--- config.mk ---
export PLATFORM = sky130hd
export DESIGN_NAME = trig_sequencer
export DESIGN_NICKNAME = d
export VERILOG_FILES = /design/src/rtl/trig_pkg.sv /design/src/rtl/trig_channel.sv /design/src/rtl/trig_sequencer.sv
export SDC_FILE = /design/constraint.sdc
export NUM_CORES = 1
export LEC_CHECK = 0
export BUFFER_PORTS_ARGS = -buffer_cell sky130_fd_sc_hd__buf_4
export CAP_MARGIN = 30
export CORE_ASPECT_RATIO = 0.7
export CORE_MARGIN = 1.5
export CORE_UTILIZATION = 48
export DETAILED_ROUTE_END_ITERATION = 10
export GPL_TIMING_DRIVEN = 0
export PLACE_DENSITY = 0.71
export RECOVER_POWER = 25
export SLEW_MARGIN = 20
export SYNTH_ARGS = -nofsm -noshare
export SYNTH_HDL_FRONTEND = slang
export SYNTH_SLANG_ARGS = --single-unit
--- constraint.sdc ---
create_clock -name i_clk -period 8.5 [get_ports i_clk]
set_input_delay 1.7 -clock i_clk [delete_from_list [all_inputs] [get_ports i_clk]]
set_output_delay 1.7 -clock i_clk [all_outputs]
set_load 0.02 [all_outputs]
--- src/rtl/trig_pkg.sv ---
// Shared types for the trigger sequencer: trigger mode and FSM state.
package trig_pkg;

  typedef enum logic [1:0] {
    MODE_STICKY   = 2'd0,
    MODE_PULSE    = 2'd1,
    MODE_PERIODIC = 2'd2
  } mode_e;

  typedef enum logic [1:0] {
    ST_IDLE  = 2'd0,
    ST_COUNT = 2'd1,
    ST_HOLD  = 2'd2
  } state_e;

  // Raw mode field to enum; the reserved encoding behaves as STICKY.
  function automatic mode_e decode_mode(input logic [1:0] m);
    mode_e r;
    case (m)
      2'd1:    r = MODE_PULSE;
      2'd2:    r = MODE_PERIODIC;
      default: r = MODE_STICKY;
    endcase
    return r;
  endfunction

endpackage

--- src/rtl/trig_channel.sv ---
// One trigger channel: fire detection against the shared counter, fired flag,
// and pulse-width countdown driving the registered trigger output.
module trig_channel
  import trig_pkg::*;
#(
  parameter int CNT_W = 27
) (
  input  logic             i_clk,
  input  logic             i_arst_n,
  input  logic             clr,
  input  logic             en,
  input  mode_e            mode,
  input  logic [CNT_W-1:0] cnt,
  input  logic [CNT_W-1:0] delay,
  input  logic [CNT_W-1:0] width,
  output logic             fire,
  output logic             fired,
  output logic             trig
);

  logic [CNT_W-1:0] wcnt;

  // PERIODIC refires every repetition; the other modes fire at most once.
  assign fire = en && (cnt == delay) && ((mode == MODE_PERIODIC) || !fired);

  // A fire (re)loads the width count and wins over an expiring pulse, so
  // overlapping fires keep the output high continuously.
  always_ff @(posedge i_clk or negedge i_arst_n) begin
    if (!i_arst_n) begin
      trig  <= 1'b0;
      fired <= 1'b0;
      wcnt  <= '0;
    end else if (clr) begin
      trig  <= 1'b0;
      fired <= 1'b0;
      wcnt  <= '0;
    end else if (fire) begin
      trig  <= 1'b1;
      fired <= 1'b1;
      wcnt  <= (width == '0) ? '0 : width - 1'b1;
    end else if (trig && (mode != MODE_STICKY)) begin
      if (wcnt == '0) trig <= 1'b0;
      else            wcnt <= wcnt - 1'b1;
    end
  end

endmodule

--- src/rtl/trig_sequencer.sv ---
// Multi-channel trigger sequencer: shared cycle counter and IDLE/COUNT/HOLD
// FSM, with one trig_channel per output fired at a per-channel delay.
module trig_sequencer
  import trig_pkg::*;
#(
  parameter int N_CH  = 4,
  parameter int CNT_W = 27
) (
  input  logic                       i_clk,
  input  logic                       i_arst_n,
  input  logic                       i_arm,
  input  logic                       i_abort,
  input  logic [1:0]                 i_mode,
  input  logic [N_CH-1:0][CNT_W-1:0] i_delay,
  input  logic [CNT_W-1:0]           i_width,
  input  logic [CNT_W-1:0]           i_period,
  output logic [N_CH-1:0]            o_trig,
  output logic                       o_busy,
  output logic                       o_done
);

  state_e                    state, state_nxt;
  mode_e                     mode_q;
  logic [N_CH-1:0][CNT_W-1:0] delay_q;
  logic [CNT_W-1:0]          width_q, period_q, cnt;
  logic [N_CH-1:0]           fire, fired;
  logic                      start, done_nxt, en, clr;

  assign en     = (state == ST_COUNT);
  assign o_busy = en;
  assign clr    = start | i_abort;

  // State register
  always_ff @(posedge i_clk or negedge i_arst_n) begin
    if (!i_arst_n) state <= ST_IDLE;
    else           state <= state_nxt;
  end

  // Next state, arm acceptance and completion strobe; abort overrides all
  always_comb begin
    state_nxt = state;
    done_nxt  = 1'b0;
    start     = 1'b0;
    if (i_abort) begin
      state_nxt = ST_IDLE;
    end else begin
      case (state)
        ST_IDLE, ST_HOLD: begin
          if (i_arm) begin
            start     = 1'b1;
            state_nxt = ST_COUNT;
          end
        end
        ST_COUNT: begin
          case (mode_q)
            MODE_PULSE: begin
              // Done only once every channel has fired and all pulses ended
              if (&fired && ~|o_trig) begin
                state_nxt = ST_IDLE;
                done_nxt  = 1'b1;
              end
            end
            MODE_PERIODIC: ;
            default: begin
              // Leave on the same edge that raises the last sticky output
              if (&(fired | fire)) begin
                state_nxt = ST_HOLD;
                done_nxt  = 1'b1;
              end
            end
          endcase
        end
        default: state_nxt = ST_IDLE;
      endcase
    end
  end

  // Registered completion strobe
  always_ff @(posedge i_clk or negedge i_arst_n) begin
    if (!i_arst_n) o_done <= 1'b0;
    else           o_done <= done_nxt;
  end

  // Configuration snapshot taken only when a sequence is armed
  always_ff @(posedge i_clk or negedge i_arst_n) begin
    if (!i_arst_n) begin
      mode_q   <= MODE_STICKY;
      delay_q  <= '0;
      width_q  <= '0;
      period_q <= '0;
    end else if (start) begin
      mode_q   <= decode_mode(i_mode);
      delay_q  <= i_delay;
      width_q  <= i_width;
      period_q <= i_period;
    end
  end

  // Shared counter: wraps after period in PERIODIC, saturates otherwise
  always_ff @(posedge i_clk or negedge i_arst_n) begin
    if (!i_arst_n) begin
      cnt <= '0;
    end else if (clr) begin
      cnt <= '0;
    end else if (en) begin
      if (mode_q == MODE_PERIODIC) cnt <= (cnt == period_q) ? '0 : cnt + 1'b1;
      else if (cnt != '1)          cnt <= cnt + 1'b1;
    end
  end

  for (genvar k = 0; k < N_CH; k++) begin : g_ch
    trig_channel #(.CNT_W(CNT_W)) u_ch (
      .i_clk    (i_clk),
      .i_arst_n (i_arst_n),
      .clr      (clr),
      .en       (en),
      .mode     (mode_q),
      .cnt      (cnt),
      .delay    (delay_q[k]),
      .width    (width_q),
      .fire     (fire[k]),
      .fired    (fired[k]),
      .trig     (o_trig[k])
    );
  end

endmodule

Word-level counts from Yosys, hierarchy flattened. Index checks and enable logic that the tools add are counted.

Logic and storage cells: 168. Bits in latches: 0. RAM bits: 0. Output and inout bits: 6. Flip-flop bits (word level): 310. ROM bits: 0. Memories kept: 0.

Add/subtract/negate cells: 6. Equal/unequal tests: 20. Reductions and logical operators: 57. Shifts and indexed selects: 0. Mux-type cells: 61. $lt $le $gt $ge: 0. Div/mod/pow operators: 0. $mul: 0. Bitwise gates (word level): 2.

Operator list (number): 2-to-1 mux 27 bit (22); equality test 27 bit (5); zero test 27 bit (5); subtractor 27 x 1 -> 27 bit (second input constant) (5); 2-to-1 mux 1 bit (31); adder 27 x 1 -> 27 bit (second input constant) (1); inequality test 27 bit (second input constant) (1); nonzero test 3 bit (9); AND reduction 2 bit (9); logical AND 1 bit (13); inequality test 3 x 2 -> 1 bit (second input constant) (4); case mux 2 bit (2 select lines) (3); AND reduction 4 bit (3); nonzero test 2 bit (6); 2-to-1 mux 2 bit (4); inequality test 4 bit (second input constant) (2); equality test 2 x 1 -> 1 bit (second input constant) (3); equality test 2 bit (second input constant) (3); inequality test 3 bit (second input constant) (2); zero test 1 bit (5); logical OR 1 bit (4); bitwise OR 4 bit (1); OR reduction 4 bit (1); zero test 2 bit (1); 3 further kinds (3).

Logic depth before layout (Yosys ltp). Gate-level depths: netlist of the first run.

Word-level depth: 9. Mapped depth: 10.

By module. From an unflattened synthesis of the first run, not the netlist that was laid out.

Cell total of the unflattened synthesis: 2346. Area, all modules: 20019.2 um^2.

By module, submodules not included: trig_sequencer (area each 8370.5 um^2, times used 1, cells an instance 960); trig_channel at g_ch[0].u_ch ... (area each 2961.6 um^2, times used 2, cells an instance 347); trig_channel at g_ch[2].u_ch ... (area each 2862.7 um^2, times used 2, cells an instance 346).

Worst setup path after synthesis of the first run. No wires, ideal clock.

Path type: input to register. From: input i_abort. To: register delay_q[0] in the netlist's numbering. Data arrival time: 2.989 ns. Setup time: 0.125 ns. Setup slack: 5.386 ns. Stages on the path: 5. Cells stage by stage: clkbuf_1 nor2_1 clkbuf_1 clkbuf_1 mux2_2.

Word-level cells in the longest chain between the ends: 1.

Ends and longest elaborated chain: from (decl) (line trig_sequencer.sv:12) `input logic i_abort,`; 2-to-1 mux 1 bit (line trig_sequencer.sv:44) `if (i_abort) begin`; to (signal assigned) (line trig_sequencer.sv:93) `delay_q <= i_delay;`; to (decl) (line trig_sequencer.sv:24) `logic [N_CH-1:0][CNT_W-1:0] delay_q;`.

Every way passes these cells. A chain may end at the register's enable or synchronous reset.

==> flow_summary.toml, run 1 <==
[sta]
rsz0062_at_grt = "no"
finalMaxSlewViolations = 65
post-route-min-period_ps = 4400
finClkSkew_ps = 31.14
setup_violations = 0
tightest_slew_ps = 3557
max_freq_mhz = 227.3
tns_ps = 0
period_share_pct = 51.76
slew_headroom_pct = -137.2
hold_viol = 0

[pwr]
p_leak_nw = 8.361
worst_ir_drop_vdd_v = 0.0001215
powerDensity_nw_per_um2 = 199.2
finalPower_mw = 4.068

[synth]
synth_top_area_cell = "dfrtp_1"
synth_area_um2 = 17270
async_reset_ff_share_pct = 100.0
synth_commonest_cells = "dfrtp_1 (310), xnor2_1 (172), nor2_1 (165)"
syn_inst = 1704
synth_fp_nets = 1881
yosys_warnings = 0
yosysTopAreaCellShare_pct = 44.91
synth_edf_count = 0
avgSynthCellArea_um2 = 10.14
netlist-cell-type-count = 66
synth-seq-area-share_pct = 44.91
yosys_register_bits = 310
yosysMostFrequentCell = "dfrtp_1"
synthFlopType = "dfrtp_1"
synthTopCellsByArea = "dfrtp_1 (45%), mux2_2 (11%), xnor2_1 (8.7%)"

[routing]
first_pass_iters = 6
finalWirelength_um = 55540
via_per_inst = 6.131
wire_per_inst_um = 22.98
num_vias = 14820
drc = 0
first_iter_violations = 1939
postRouteAntennaNets = 0

[clock_network]
cts.path.max_buffers = 3
root_buffer = "clkbuf_16"
cts_setup_buffers = 0
clk-insertion-delay-late_ps = 530
cts.clk_slew.worst_paths_ps = 60
cts_buffers = 34
ctsResizeCount = 0
cts_tree = "built"
hold_buffers = 0
cts_num_sinks = 310
cts_max_level = 2

[floorplan]
rows = 57
die_w_um = 229.7
ios = 174
start_util_pct = 49.23
fp.dieArea_um2 = 37150
fp.dieH_um = 161.7
core_um2 = 35090

[status]
status = "finished, violations left"
violations = "capacitance limit, slew limit"

[layout]
regArea_um2 = 7757
drive_gt1_share_pct = 22.37
area_growth_pct = 18.20
fill_cells = 3063
fin_nets = 2100
antenna_cells = 0
final_util_pct = 58.19
multi_input_area_um2 = 8986
design_area_um2 = 20420

[critical_path]
critPathCaptureType = "asynchronous set/reset pin"
cp-start-kind = "primary input"
slowest_delay_ps = 2460
path_common_cell = "buf_16"
worstPathArrival_ps = 5010
worstReg2RegStart = "cnt[7]$_DFFE_PN0P_"
crit_chain = "clkbuf_1 -> buf_16 -> buf_16"
critical_path_cell_count = 3
path_max_fanout = 98
critPathKind = "in -> async"
worst-path-buf-inv = 3
slowest_stage = "clkbuf_1"
required_ps = 9110
crit_start = "i_arst_n"
rrSetupSlack_ps = 4640
r2r_cells = 8
cp_top_family = "buffers and inverters"

[global_route]
grt_pass1_wl_um = 86100
grt_pass1_vias = 14610
grt_use_total_pct = 30.06
grt_max_degree = 99
overflow = 0
antenna_found_initial = 1

[min_path]
min_from = "period_q[22]$_DFFE_PN0P_"
hold_depth = 1
min_path_type = "reg -> reg"

[flow_run]
drv_cap = 1

[placement]
routabilityCongestion = 0.9656
dp.final_hpwl_um = 40410
place_area_um2 = 19270
portBuffers = 172
worst paths after layout:
path	endpoint
setup / recovery	g_ch[2].u_ch.wcnt[12]$_DFFE_PN0P_
hold / removal	period_q[22]$_DFFE_PN0P_
setup reg to reg	cnt[21]$_DFFE_PN0P_
hold reg to reg	period_q[22]$_DFFE_PN0P_
max in group i_clk	cnt[21]$_DFFE_PN0P_
min in group asynchronous	period_q[11]$_DFFE_PN0P_
cell type report:
cell class | instances | area share [%]
buffer | 112 | 2.194
clock buffer | 54 | 5.025
clock inverter | 4 | 0.3983
inverter | 24 | 0.4412
multi-input combinational | 1258 | 44.01
sequential | 310 | 37.99
tap | 472 | 2.893
timing repair buffer | 183 | 7.041
where the power goes:
part | total [mW] | internal (mW) | leakage, nW | switching, mW
clock | 1.49 | 0.887 | 0.542 | 0.605
combinational | 0.770 | 0.350 | 3.85 | 0.420
sequential | 1.81 | 1.65 | 3.97 | 0.156
worst reg2reg max path, cell delays in order, from the launching register on:
cell      delay [ps]
dfrtp_1          320
clkbuf_1         760
nand3_1          320
nor4_2           820
nand4_1          260
a21oi_1          600
nor2_1           250
clkbuf_1         290
nor2_1           170
cell usage in the layout, fill, tap and decap left out, types with 8 or more instances in the layout:
master,instances
clkbuf_1,106
xnor2_1,172
a211oi_1,77
clkbuf_16,34
o31ai_1,11
o21ai_0,36
nand4_1,50
and3_1,12
or3_1,23
a21oi_1,52
nand3_1,42
dfrtp_1,310
mux2_2,164
nor3_1,67
nand2b_1,15
buf_2,10
xor2_1,71
or2_2,13
nand2_1,65
inv_1,23
nor2b_1,8
and4_1,8
nor4_1,64
clkbuf_8,10
ha_1,9
or4_1,33
buf_4,178
nor2_1,165
per-layer routing:
metal	share of wire [%]	GRT usage [%]
met1	44	44.22
met2	42	43.45
met3	11	7.883
met4	2.5	8.794
met5	0	0
kinds of logic after synthesis:
| family | count (synthesis) | synth area share [%] |
|---|---|---|
| xor gates and xnor gates | 243 | 12.32 |
| DFF | 310 | 44.91 |
| muxes | 170 | 11.04 |
| adders and majority gates | 9 | 0.6519 |
| buffers and inverters | 136 | 3.108 |
| AOI/OAI and AO/OA | 232 | 9.229 |
| and+or+nand+nor | 604 | 18.74 |
flip-flops by register name, summed over array words and instances (netlist names):
name             count
cnt                 27
delay_q            108
g_ch.u_ch.fired      4
g_ch.u_ch.trig       4
g_ch.u_ch.wcnt     108
mode_q               2
o_done               1
period_q            27
state                2
width_q             27
stage by stage:
stage | setup slack (ps) | hold WS, ps | instances
CTS | 4838 | 532.1 | 2412
floorplan | 5386 | 500.8 | 1704
finish | 4100 | 526.4 | 2417
detailed placement | 4432 | 518.3 | 2354
global route | 3377 | 537.4 | 2417
global placement | 2917 | 511.6 | 2348
Power figures use the tool's default switching activity.
==> run 2: changes to the inputs <==
==> constraint.sdc (replaced) <==
create_clock -name i_clk -period 4.2 [get_ports i_clk]
set_input_delay 0.84 -clock i_clk [delete_from_list [all_inputs] [get_ports i_clk]]
set_output_delay 0.84 -clock i_clk [all_outputs]
set_load 0.02 [all_outputs]
==> run 2 against run 1 <==
  * The flow still finishes with violations (capacitance limit, slew limit)
  * Non-clock buffer count unchanged
  * Total power increased by 100%
  * Die area unchanged
  * Critical path depth is 5 higher
  * Clock power is 100% higher
  * First-iteration DRC count unchanged
  * Worst setup slack got worse by 3700 ps
  * Via count grew 0.11%
  * Sequential share of layout area barely moved
  * Final area hardly changed
  * Clock-buffer cell count unchanged
  * Wire length is essentially flat
  * Critical path type is now reg -> reg
==> flow_summary.toml, run 2 (synthesis gave the netlist of run 1 again) <==
[status]
violations = "capacitance limit, slew limit"
status = "finished, violations left"

[layout]
fin_nets = 2100
final_common_cell = "dfrtp_1"
antenna_cells = 0
area_growth_pct = 18.24
final_cell_mix = "dfrtp_1 (310), buf_4 (178), xnor2_1 (172)"
reg_top3 = "delay_q: 108 flops, g_ch.u_ch.wcnt: 108 flops"
drive_gt1_share_pct = 22.37

[critical_path]
critPathKind = "reg -> reg"
critPathCaptureType = "flip-flop"
worstPathArrival_ps = 4290
required_ps = 4650
cp-start-kind = "flip-flop"
path_max_fanout = 10

[clock_network]
hold_buffers = 0
cts_num_sinks = 310
cts_tree = "built"
cts_setup_buffers = 0
cts.path.max_buffers = 3
ctsResizeCount = 0
root_buffer = "clkbuf_16"
cts_max_level = 2
cts_buffers = 34
clk-insertion-delay-late_ps = 530
cts.clk_slew.worst_paths_ps = 60

[global_route]
grt_pass1_wl_um = 86100
grt_use_total_pct = 30.06
antenna_found_initial = 1
grt_pass1_vias = 14610
overflow = 0
grt_max_degree = 99

[min_path]
min_path_type = "in -> reg"

[floorplan]
die_w_um = 229.7
fp.dieH_um = 161.7
start_util_pct = 49.23
core_um2 = 35090
ios = 174
rows = 57
fp.dieArea_um2 = 37150

[sta]
tightest_slew_ps = 3062
max_freq_mhz = 260.5
period_share_pct = 91.39
finalMaxSlewViolations = 65
post-route-min-period_ps = 3838
slew_headroom_pct = -104.1
setup_violations = 0
rsz0062_at_grt = "no"
whs_ps = 515.9
hold_viol = 0
finClkSkew_ps = 29.03

[routing]
postRouteAntennaNets = 0
wire_per_inst_um = 23.00
finalWirelength_um = 55590
via_per_inst = 6.137
num_vias = 14830
drc = 0
first_pass_iters = 6
first_iter_violations = 1939

[pwr]
powerDensity_nw_per_um2 = 403.1
p_leak_nw = 8.364
worst_ir_drop_vdd_v = 0.0002459
finalPower_mw = 8.233

[flow_run]
drv_cap = 1

[placement]
portBuffers = 172
routabilityCongestion = 0.9656
dp.final_hpwl_um = 40410
[run 2: cell count changes in the layout (fill, tap and decap cells not counted), sizes merged]
cell	previous run	this run
clkdlybuf4s25	0	1
clkbuf	153	152
[run 2: layer usage]
metal / vias to the layer above / track usage, % / wire, µm
li1: 6613 / - / -
met4: 0 / 8.794 / 1309
met3: 101 / 7.883 / 5895
met1: 7365 / 44.22 / 24710
met5: - / 0 / 0
met2: 755 / 43.45 / 23670
[run 2: report_power, final]
group          internal (mW)  leakage (nW)  switching [mW]
clock network           1.79         0.542            1.22
registers               3.34          3.97           0.315
logic                  0.708          3.85           0.850
[run 2: final timing paths]
kind	from	end	slack, ps	cells past startpoint
max reg2reg	cnt[7]$_DFFE_PN0P_	cnt[21]$_DFFE_PN0P_	360	8
min reg2reg	period_q[22]$_DFFE_PN0P_	period_q[22]$_DFFE_PN0P_	530	1
max in group asynchronous	i_arst_n	g_ch[2].u_ch.wcnt[12]$_DFFE_PN0P_	780	3
min in group asynchronous	i_arst_n	period_q[3]$_DFFE_PN0P_	1520	1
max	cnt[7]$_DFFE_PN0P_	cnt[21]$_DFFE_PN0P_	360	8
min	i_width[18]	width_q[18]$_DFFE_PN0P_	520	3
[run 2: through the flow]
| step | instance area, µm² | instances | setup slack [ps] | TNS, ps | util [%] |
|---|---|---|---|---|---|
| finish | 20420 | 2417 | 361.6 | 0 | 58.21 |
| global placement | 19150 | 2348 | -523.0 | -155780 | 54.59 |
| floorplan | 17270 | 1704 | 1475 | 0 | - |
| detailed placement | 19270 | 2354 | 554.6 | 0 | 54.93 |
| global route | 20420 | 2417 | 123.2 | 0 | 58.21 |
| CTS | 20380 | 2412 | 537.8 | 0 | 58.08 |
[run 2: final cells by class]
type                    count  area [µm²]
fillers                  3062       14670
multi-input cells        1258        8986
flip-flops and latches    310        7757
repair buffers            183        1444
clock buffers              54        1026
well taps                 472       590.6
plain buffers             112       447.9
inverters                  24       90.09
clock inverters             4       81.33
[run 2: critical path, stage by stage, from the launching register on]
cell	delay (ps)
dfrtp_1	320
clkbuf_1	770
nand3_1	320
nor4_2	810
nand4_1	250
a21oi_1	600
nor2_1	250
clkbuf_1	290
nor2_1	160
==> run 3: changes to the inputs <==
==> constraint.sdc (replaced) <==
create_clock -name i_clk -period 3.8 [get_ports i_clk]
set_input_delay 0.76 -clock i_clk [delete_from_list [all_inputs] [get_ports i_clk]]
set_output_delay 0.76 -clock i_clk [all_outputs]
set_load 0.02 [all_outputs]
==> run 3 against run 2 <==
  * Non-clock buffer count down 1
  * Wire length barely moved
  * Clock-buffer cell count did not move
  * Sequential share of layout area is the same
  * First-iteration DRC count shrank 2.3%
  * Clock power up 11%
  * Critical endpoint is now g_ch[2].u_ch.wcnt[25]$_DFFE_PN0P_
  * The run still ends with capacitance limit, slew limit left
==> flow_summary.toml, run 3 (synthesis gave the netlist of run 1 again) <==
[routing]
num_vias = 14880
via_per_inst = 6.159
finalWirelength_um = 55540
drc = 0
first_pass_iters = 6
first_iter_violations = 1895
wire_per_inst_um = 22.99
postRouteAntennaNets = 0

[sta]
max_freq_mhz = 278.0
finalMaxSlewViolations = 65
setup_violations = 0
hold_viol = 0
tightest_slew_ps = 2955
rsz0062_at_grt = "no"
period_share_pct = 94.66
tns_ps = 0
whs_ps = 435.4
post-route-min-period_ps = 3597
finClkSkew_ps = 30.61
slew_headroom_pct = -97.03

[placement]
portBuffers = 172
place_area_um2 = 19270
routabilityCongestion = 0.9656
dp.final_hpwl_um = 40410

[critical_path]
slowest_delay_ps = 720
path_common_cell = "clkbuf_1"
worst-path-buf-inv = 2
rrSetupSlack_ps = 200
path_max_fanout = 10
r2r_cells = 8
required_ps = 4170
cp_top_family = "simple AND/OR/NAND/NOR gates"
critPathKind = "reg -> reg"
critical_path_cell_count = 8
critPathCaptureType = "flip-flop"
slowest_stage = "clkbuf_1"
crit_chain = "clkbuf_1 -> xor2_1 -> or4b_2 -> nor4_1 -> nand3_1 -> clkbuf_1 -> o31ai_1 -> a21oi_1"
cp-start-kind = "flip-flop"
worstPathArrival_ps = 3970

[floorplan]
ios = 174
fp.dieArea_um2 = 37150
rows = 57
die_w_um = 229.7
start_util_pct = 49.23
core_um2 = 35090
fp.dieH_um = 161.7

[status]
violations = "capacitance limit, slew limit"
status = "finished, violations left"

[layout]
fin_nets = 2099
drive_gt1_share_pct = 22.38
final_cell_mix = "dfrtp_1 (310), buf_4 (178), xnor2_1 (172)"
area_growth_pct = 18.24
fill_cells = 3063
antenna_cells = 0
design_area_um2 = 20420
reg_top3 = "delay_q: 108 flops, g_ch.u_ch.wcnt: 108 flops"
final_common_cell = "dfrtp_1"

[flow_run]
drv_cap = 1

[global_route]
grtUsageMet3_pct = 7.883
antenna_found_initial = 1
grt_use_total_pct = 30.06
use_met1_pct = 44.22
grt_pass1_vias = 14610
busiest_layer = "met1"
use_met2_pct = 43.45
grt_pass1_wl_um = 86100
grt_max_degree = 99
overflow = 0

[min_path]
hold_depth = 3
min_path_type = "in -> reg"

[pwr]
powerDensity_nw_per_um2 = 445.7
p_int_mw = 6.458
p_leak_nw = 8.385
p_seq_share_pct = 44.4
clockPowerShare_pct = 36.7
p_switching_mw = 2.645
p_sw_share_pct = 29.06
worst_ir_drop_vdd_v = 0.0002720
combPwrFrac_pct = 18.9

[clock_network]
root_buffer = "clkbuf_16"
cts.path.max_buffers = 3
cts_num_sinks = 310
cts_tree = "built"
hold_buffers = 0
cts_buffers = 34
cts.clk_slew.worst_paths_ps = 60
clk-insertion-delay-late_ps = 530
cts_max_level = 2
-- run 3: changes by cell type in the layout (fill, tap and decap cells not counted), sizes merged --
cell,change
dlymetal6s4s,+1
clkdlybuf4s25,-1
clkbuf,-1
-- run 3: tightest hold or removal path: stages --
cell,delay (ps)
buf_4,80
nand2_1,40
o21ai_0,60
-- run 3: path summary, 6_finish.rpt --
path,startpoint,endpoint
hold / removal,i_width[10],width_q[10]$_DFFE_PN0P_
max in group asynchronous,i_arst_n,g_ch[2].u_ch.wcnt[7]$_DFFE_PN0P_
setup / recovery,cnt[8]$_DFFE_PN0P_,g_ch[2].u_ch.wcnt[25]$_DFFE_PN0P_
hold reg to reg,period_q[22]$_DFFE_PN0P_,period_q[22]$_DFFE_PN0P_
min in group asynchronous,i_arst_n,period_q[3]$_DFFE_PN0P_
setup reg to reg,cnt[8]$_DFFE_PN0P_,g_ch[2].u_ch.wcnt[25]$_DFFE_PN0P_
-- run 3: repair_timing --
action / 4_1_cts / 5_1_grt
setup endpoints to repair: 0 / 20
buffers inserted: 0 / 0
resized for setup: 0 / 1
hold endpoints to repair: 0 / 0
-- run 3: routing by layer --
layer,part of all wire [%],wire length [µm],vias to the layer above
met5,0,0,-
met4,2.4,1360,0
met3,11,5845,107
met2,43,23600,771
met1,45,24730,7390
li1,-,-,6613
-- run 3: layout make-up --
| class | count | area [µm²] | area share, % |
|---|---|---|---|
| clock inverters | 4 | 81.33 | 0.3982 |
| clock buffers | 54 | 1026 | 5.024 |
| inverters | 24 | 90.09 | 0.4411 |
| well taps | 472 | 590.6 | 2.892 |
| repair buffers | 183 | 1439 | 7.045 |
| plain buffers | 111 | 444.2 | 2.175 |
| flip-flops and latches | 310 | 7757 | 37.98 |
| multi-input cells | 1258 | 8995 | 44.04 |
-- run 3: stage by stage --
stage	setup slack [ps]	std cells	utilization, %	total power, mW
after detailed placement	154.6	2354	54.93	5.751
after global routing	32.18	2416	58.21	9.445
after global placement	-843.0	2348	54.59	5.677
after floorplan	1075	1704	-	5.024
after CTS	137.8	2412	58.08	9.075
final	203.0	2416	58.21	9.103
-- run 3: power groups by stage --
stage,combinational [mW],clock (mW),sequential [mW]
6_report,1.72,3.34,4.04
3_3_place_gp,1.61,0,4.07
5_1_grt,1.84,3.52,4.09
2_1_floorplan,1.04,0,3.98
3_5_place_dp,1.66,0,4.09
4_1_cts,1.68,3.37,4.03
